<file path="src/rtl/div_pkg.sv">
// Shared definitions for the divider sequencer: op encodings, FSM states,
// and counter sizing derived from the divider latency.
`ifndef DATA_BUS_WIDTH
`define DATA_BUS_WIDTH 32
`endif

package div_pkg;

  localparam logic [1:0] OP_DIV  = 2'd0;
  localparam logic [1:0] OP_DIVU = 2'd1;
  localparam logic [1:0] OP_REM  = 2'd2;
  localparam logic [1:0] OP_REMU = 2'd3;

  typedef enum logic [1:0] {
    IDLE = 2'd0,
    WAIT = 2'd1,
    DONE = 2'd2
  } state_t;

  // Smallest width that holds latency-1 (at least one bit).
  function automatic int unsigned cnt_width(input int unsigned latency);
    int unsigned w;
    w = 1;
    while ((32'd1 << w) < latency) w = w + 1;
    return w;
  endfunction

endpackage

</file>
<file path="src/rtl/div_sign_fix.sv">
// Two-lane conditional two's-complement negate; used both to form operand
// magnitudes and to restore quotient/remainder signs.
module div_sign_fix
  import div_pkg::*;
#(
  parameter int unsigned WIDTH = `DATA_BUS_WIDTH
) (
  input  logic [WIDTH-1:0] a,
  input  logic             neg_a,
  input  logic [WIDTH-1:0] b,
  input  logic             neg_b,
  output logic [WIDTH-1:0] fix_a,
  output logic [WIDTH-1:0] fix_b
);

  assign fix_a = neg_a ? (~a + 1'b1) : a;
  assign fix_b = neg_b ? (~b + 1'b1) : b;

endmodule

</file>
<file path="src/rtl/div_ctrl.sv">
// Multicycle sequencer for the combinational array divider (DIV/DIVU/REM/REMU).
// Optional DIV_RESULT_CACHE_EN reuses the last normally completed result.
module div_ctrl
  import div_pkg::*;
#(
  parameter int unsigned WIDTH       = `DATA_BUS_WIDTH,
  parameter int unsigned DIV_LATENCY = 4
) (
  input  logic               clk,
  input  logic               rst_n,
  input  logic               start_i,
  input  logic [1:0]         op_i,
  input  logic [WIDTH-1:0]   operand_1_i,
  input  logic [WIDTH-1:0]   operand_2_i,
  input  logic               flush_i,
  output logic               div_en_o,
  output logic [WIDTH-1:0]   div_op1_o,
  output logic [WIDTH-1:0]   div_op2_o,
  input  logic [2*WIDTH-1:0] div_result_i,
  output logic               stall_o,
  output logic               busy_o,
  output logic               result_valid_o,
  output logic [WIDTH-1:0]   result_o
);

  localparam int unsigned      CNT_W    = cnt_width(DIV_LATENCY);
  localparam logic [CNT_W-1:0] CNT_LOAD = CNT_W'(DIV_LATENCY - 1);
  localparam logic [WIDTH-1:0] MIN_NEG  = {1'b1, {(WIDTH-1){1'b0}}};

  state_t state, state_nxt;
  logic [CNT_W-1:0] cnt, cnt_nxt;

  logic is_signed, is_rem, div_zero, overflow, special, hit, can_start;
  logic load_op, load_res, capture;
  logic [WIDTH-1:0] special_res, start_res, mag1, mag2, fix_quo, fix_rem;
  logic quo_neg, rem_neg, rem_sel;

  assign is_signed = ~op_i[0];
  assign is_rem    = op_i[1];
  assign div_zero  = (operand_2_i == '0);
  assign overflow  = is_signed && (operand_1_i == MIN_NEG) && (operand_2_i == '1);
  assign special   = div_zero | overflow;
  assign can_start = start_i && !flush_i && ((state == IDLE) || (state == DONE));

  always_comb begin
    special_res = '0;
    if (div_zero)    special_res = is_rem ? operand_1_i : '1;
    else if (!is_rem) special_res = MIN_NEG;
  end

  div_sign_fix #(.WIDTH(WIDTH)) u_pre (
    .a     (operand_1_i),
    .neg_a (is_signed & operand_1_i[WIDTH-1]),
    .b     (operand_2_i),
    .neg_b (is_signed & operand_2_i[WIDTH-1]),
    .fix_a (mag1),
    .fix_b (mag2)
  );

  div_sign_fix #(.WIDTH(WIDTH)) u_post (
    .a     (div_result_i[2*WIDTH-1:WIDTH]),
    .neg_a (quo_neg),
    .b     (div_result_i[WIDTH-1:0]),
    .neg_b (rem_neg),
    .fix_a (fix_quo),
    .fix_b (fix_rem)
  );

`ifdef DIV_RESULT_CACHE_EN
  logic             cache_valid, cache_sgn, req_sgn;
  logic [WIDTH-1:0] cache_op1, cache_op2, cache_quo, cache_rem, req_op1, req_op2;

  assign hit = cache_valid && (cache_op1 == operand_1_i) &&
               (cache_op2 == operand_2_i) && (cache_sgn == is_signed);
  assign start_res = special ? special_res : (is_rem ? cache_rem : cache_quo);

  always_ff @(posedge clk or negedge rst_n) begin
    if (!rst_n) begin
      cache_valid <= 1'b0;
      cache_sgn   <= 1'b0;
      cache_op1   <= '0;
      cache_op2   <= '0;
      cache_quo   <= '0;
      cache_rem   <= '0;
      req_sgn     <= 1'b0;
      req_op1     <= '0;
      req_op2     <= '0;
    end else begin
      if (load_op) begin
        req_sgn <= is_signed;
        req_op1 <= operand_1_i;
        req_op2 <= operand_2_i;
      end
      if (capture) begin
        cache_valid <= 1'b1;
        cache_sgn   <= req_sgn;
        cache_op1   <= req_op1;
        cache_op2   <= req_op2;
        cache_quo   <= fix_quo;
        cache_rem   <= fix_rem;
      end
    end
  end
`else
  assign hit       = 1'b0;
  assign start_res = special_res;
`endif

  always_ff @(posedge clk or negedge rst_n) begin
    if (!rst_n) begin
      state <= IDLE;
      cnt   <= '0;
    end else begin
      state <= state_nxt;
      cnt   <= cnt_nxt;
    end
  end

  always_comb begin
    state_nxt      = state;
    cnt_nxt        = cnt;
    div_en_o       = 1'b0;
    busy_o         = 1'b0;
    stall_o        = 1'b0;
    result_valid_o = 1'b0;
    load_op        = 1'b0;
    load_res       = 1'b0;
    capture        = 1'b0;
    unique case (state)
      IDLE, DONE: begin
        result_valid_o = (state == DONE) && !flush_i;
        state_nxt      = IDLE;
        if (can_start) begin
          stall_o = 1'b1;
          if (special || hit) begin
            load_res  = 1'b1;
            state_nxt = DONE;
          end else begin
            load_op   = 1'b1;
            cnt_nxt   = CNT_LOAD;
            state_nxt = WAIT;
          end
        end
      end
      WAIT: begin
        busy_o   = 1'b1;
        div_en_o = !flush_i;
        stall_o  = !flush_i;
        if (cnt == '0) begin
          capture   = !flush_i;
          state_nxt = DONE;
        end else begin
          cnt_nxt = cnt - 1'b1;
        end
      end
      default: state_nxt = IDLE;
    endcase
    if (flush_i) state_nxt = IDLE;
  end

  always_ff @(posedge clk or negedge rst_n) begin
    if (!rst_n) begin
      div_op1_o <= '0;
      div_op2_o <= '0;
      quo_neg   <= 1'b0;
      rem_neg   <= 1'b0;
      rem_sel   <= 1'b0;
      result_o  <= '0;
    end else begin
      if (load_op) begin
        div_op1_o <= mag1;
        div_op2_o <= mag2;
        quo_neg   <= is_signed & (operand_1_i[WIDTH-1] ^ operand_2_i[WIDTH-1]);
        rem_neg   <= is_signed & operand_1_i[WIDTH-1];
        rem_sel   <= is_rem;
      end
      if (load_res) result_o <= start_res;
      else if (capture) result_o <= rem_sel ? fix_rem : fix_quo;
    end
  end

endmodule

</file>
<file path="config.mk">
export PLATFORM = sky130hd
export DESIGN_NAME = div_ctrl
export DESIGN_NICKNAME = d
export VERILOG_FILES = /design/src/rtl/div_pkg.sv /design/src/rtl/div_sign_fix.sv /design/src/rtl/div_ctrl.sv
export SDC_FILE = /design/constraint.sdc
export NUM_CORES = 1
export LEC_CHECK = 0
export CORE_ASPECT_RATIO = 1.5
export CORE_MARGIN = 3
export CORE_UTILIZATION = 47
export CTS_CLUSTER_SIZE = 10
export DETAILED_ROUTE_END_ITERATION = 12
export PLACE_DENSITY = 0.82
export SYNTH_ARGS = -nofsm -noshare
export SYNTH_HDL_FRONTEND = slang
export SYNTH_SLANG_ARGS = --single-unit
</file>
<file path="constraint.sdc">
create_clock -name clk -period 2.65 [get_ports clk]
set_input_delay 0.265 -clock clk [delete_from_list [all_inputs] [get_ports clk]]
set_output_delay 0.265 -clock clk [all_outputs]
set_load 0.02 [all_outputs]
</file>
==> key figures, run 1 <==
Worst setup path
  • Startpoint types: input port
  • Register-to-register setup slack: 0.32 ns
  • Crit. End Element: flip-flop
  • Critical Path AT: about 2.9 ns
  • Crit path max fanout: 6
  • Setup CP Type: input port to flip-flop
  • Worst reg-to-reg path cell count: 8
  • CP required: 2.88 ns

Synthesis
  • Post-synth net total: roughly 1000
  • Distinct cells, synth: 58
  • Top-count cell post-synth: o21ai_0
  • Area contributors post-synth: dfrtp_1 36%, o21ai_0 9.8%, xor2_1 7.0%
  • Register bit total from synthesis: between 100 and 150
  • Sequential fraction of the synthesis area: a little over a third
  • Yosys top cell area share: between 30% and 40%
  • Cells after Synth: 900
  • Synth area leader: dfrtp_1
  • FFs w/ async S/R, synth: between 90% and 100%
  • Avg Inst Size Synth: 8.049 um^2
  • Post-synth EDFFs: 0
  • Most common library cells after synthesis: 142 x o21ai_0, 120 x nand2_1, 103 x dfrtp_1
  • Cell Area, Synth: 7244 um^2
  • Ys Warns: 0
  • Post-synth top flop: dfrtp_1

Routing
  • Initial DRC Count: between 500 and 600
  • DR WL/cell: approximately 20 um
  • Final ANT Viol Nets: 0
  • Avg Vias per Cell: 5.831
  • Vias after detailed routing: a little under 9000
  • DR pass1 iterations: 5
  • Total routed wirelength: 30000 um
  • # DRC: 0

Clocking
  • CTS sink cnt: 103
  • Clk_lat worst skew: about 0.35 ns
  • CTS Buf Count: 9
  • Clock tree buffer depth: 2
  • Root buffer cell: clkbuf_16
  • H-tree levels: 3
  • Clk slew on worst S/H paths: 0.07 ns
  • TritonCTS clock tree: yes

Floorplan
  • Die span in x: approximately 110 um
  • IO Pins: about 230
  • Initial Utilization: 48.07%
  • Die height: 158.1 um
  • DIE AREA: 16970 um^2
  • FP Rows: 55
  • Core area: 15070 um^2

Min path
  • Hold path depth: 4
  • Min-delay worst type: input port to flip-flop

Power and ir drop
  • Internal power: 4.617 mW
  • Leakage: just over 5 nW
  • Gate power share: 48.7%
  • Final total power: 7.523 mW
  • Power Dens Cells: 622.0 nW/um^2
  • Clock Power Share: 18.5%
  • Switching part of the total: 38.63%
  • Sequential share of power: 32.9%
  • Peak supply drop: 0.3930 mV
  • Switching pwr: around 2.9 mW

STA
  • Slew @ Worst Pin: 0.5351 ns
  • Fin crit period: roughly 2.7 ns
  • Skew final: 0.008582 ns
  • Setup TNS: -0.04735 ns
  • Final Setup Violations: 3
  • Fin. max-slew vios: 0
  • RSZ-0062 raised after global routing: true
  • Final worst-path cycle share: 100.9%
  • Max Fclk: roughly 370 MHz
  • Worst hold slack: 0.3478 ns
  • Final hold violations: 0
  • PnR worst setup slack: -0.02450 ns
  • Slew Limit Headroom: 64.33%

Global routing
  • Vias in the first global route: 8972
  • Grt met3 use: roughly 6.7%
  • Overflow after GRT: 0
  • Initial antenna violation count: 0
  • Gr usage total: 33.19%
  • First-pass GRT wire length: 44270 um
  • Largest net degree at the start of global routing: 65
  • Met1 GRT Util: approximately a third
  • Met2 Usage GRT: 61.65%
  • GR peak layer: met2

Final layout
  • Syn-to-layout area delta: 66.96%
  • Fillers: between 900 and 1000
  • Final cell count without fillers: 1523
  • Multi-input gate area: ~4600 um^2
  • Reg area: 2577 um^2
  • Ant diodes: 0
  • Layout cells sized above 1: 22.89%
  • Fin nets: 1459

Placement
  • Dpl hpwl: 21760 um
  • GPL Wtd Cong: 0.9781
  • Dpl ws: -0.5353 ns
  • Placed cells: 1482
  • Port bufs: between 200 and 250

Status
  • Status: finished, violations left
  • Failing checks: setup timing

Job
  • Max-cap violations: 0
placed cells by master, fill, tap and decap left out, types with 12 or more instances in the layout:
| cell | n |
|---|---|
| a21oi_1 | 37 |
| clkbuf_16 | 14 |
| nand2_1 | 120 |
| o31ai_1 | 27 |
| nor3_1 | 17 |
| o21ai_0 | 122 |
| or3_1 | 12 |
| nor2_1 | 64 |
| xnor2_1 | 56 |
| buf_4 | 204 |
| xor2_1 | 57 |
| clkdlybuf4s50_1 | 217 |
| o21ai_1 | 18 |
| dfrtp_1 | 103 |
| inv_1 | 17 |
| nand3_1 | 22 |
| o41ai_1 | 13 |
| nand4_1 | 13 |
sequential cells by signal, summed over array words and instances, names as in the netlist:
signal	count
div_op1_o	32
div_op2_o	32
result_o	32
cnt	2
state	2
quo_neg	1
rem_neg	1
rem_sel	1
metrics by stage:
| step | utilization, % | area (um^2) |
|---|---|---|
| after floorplan | - | 7253 |
| after global routing | 80.26 | 12100 |
| after detailed placement | 74.07 | 11160 |
| after CTS | 78.38 | 11810 |
| final | 80.26 | 12100 |
| after global placement | 74.07 | 11160 |
worst paths after layout:
check | from | endpoint
max in group asynchronous | rst_n | div_op1_o[20]
min in group asynchronous | rst_n | div_op2_o[20]
setup / recovery | operand_1_i[30] | cnt[0]
hold reg to reg | div_op1_o[12] | div_op1_o[12]
setup reg to reg | state[0] | result_o[12]
hold / removal | operand_1_i[6] | result_o[6]
critical path: stages:
cell and delay, ns:
clkdlybuf4s50_1 0.47, or4_4 0.61, nor4_1 0.32, nand3_1 0.18, buf_4 0.18, o211ai_1 0.23
buf_4 0.18, buf_8 0.10, o21ai_0 0.09, nor2_1 0.19, a21oi_1 0.07
power by group through the flow:
stage / combinational, mW / sequential (mW) / clock, mW
4_1_cts: 3.56 / 2.45 / 1.38
5_1_grt: 3.91 / 2.51 / 1.45
3_3_place_gp: 3.37 / 2.46 / 0
3_5_place_dp: 3.43 / 2.47 / 0
6_report: 3.66 / 2.47 / 1.39
2_1_floorplan: 1.06 / 2.95 / 0
cell type report:
class                   count  area share, %
clock inverters             7         0.6620
well taps                 199          2.059
clock buffers               9          1.862
multi-input cells         726          37.76
repair buffers            461          35.77
flip-flops and latches    103          21.31
inverters                  18         0.5793
cell families (layout without fill, tap and decap cells):
family / Yosys count / after routing / synth area share (%)
compound gates: 276 / 276 / 22.73
fa+ha+maj: 6 / 6 / 1.036
mux: 4 / 4 / 0.5700
flops: 103 / 103 / 35.58
buf+inv: 71 / 495 / 4.093
simple gates: 326 / 326 / 22.21
xor+xnor: 114 / 114 / 13.78
routing by layer:
| metal | vias to the layer above | share of wire [%] | wire [um] |
|---|---|---|---|
| li1 | 4072 | - | - |
| met1 | 4203 | 35 | 10520 |
| met2 | 482 | 52 | 15640 |
| met3 | 124 | 7.4 | 2221 |
| met4 | 0 | 5.4 | 1620 |
| met5 | - | 0 | 0 |
repair_timing:
item                                    CTS  global route
endpoints found under the setup margin   93            99
pin swaps                                 6            23
buffers inserted                         17             5
endpoints found under the hold margin    39             0
resized for setup                        36            74
hold buffers                              1             0
gates cloned                              6             6
No activity file was read; power rests on OpenSTA's default activity.
==> run 2: changes to the inputs <==
- CAP_MARGIN: default -> 20
==> results of run 2 <==
Same layout as run 1: the final DEF is identical, and so are final timing and power.
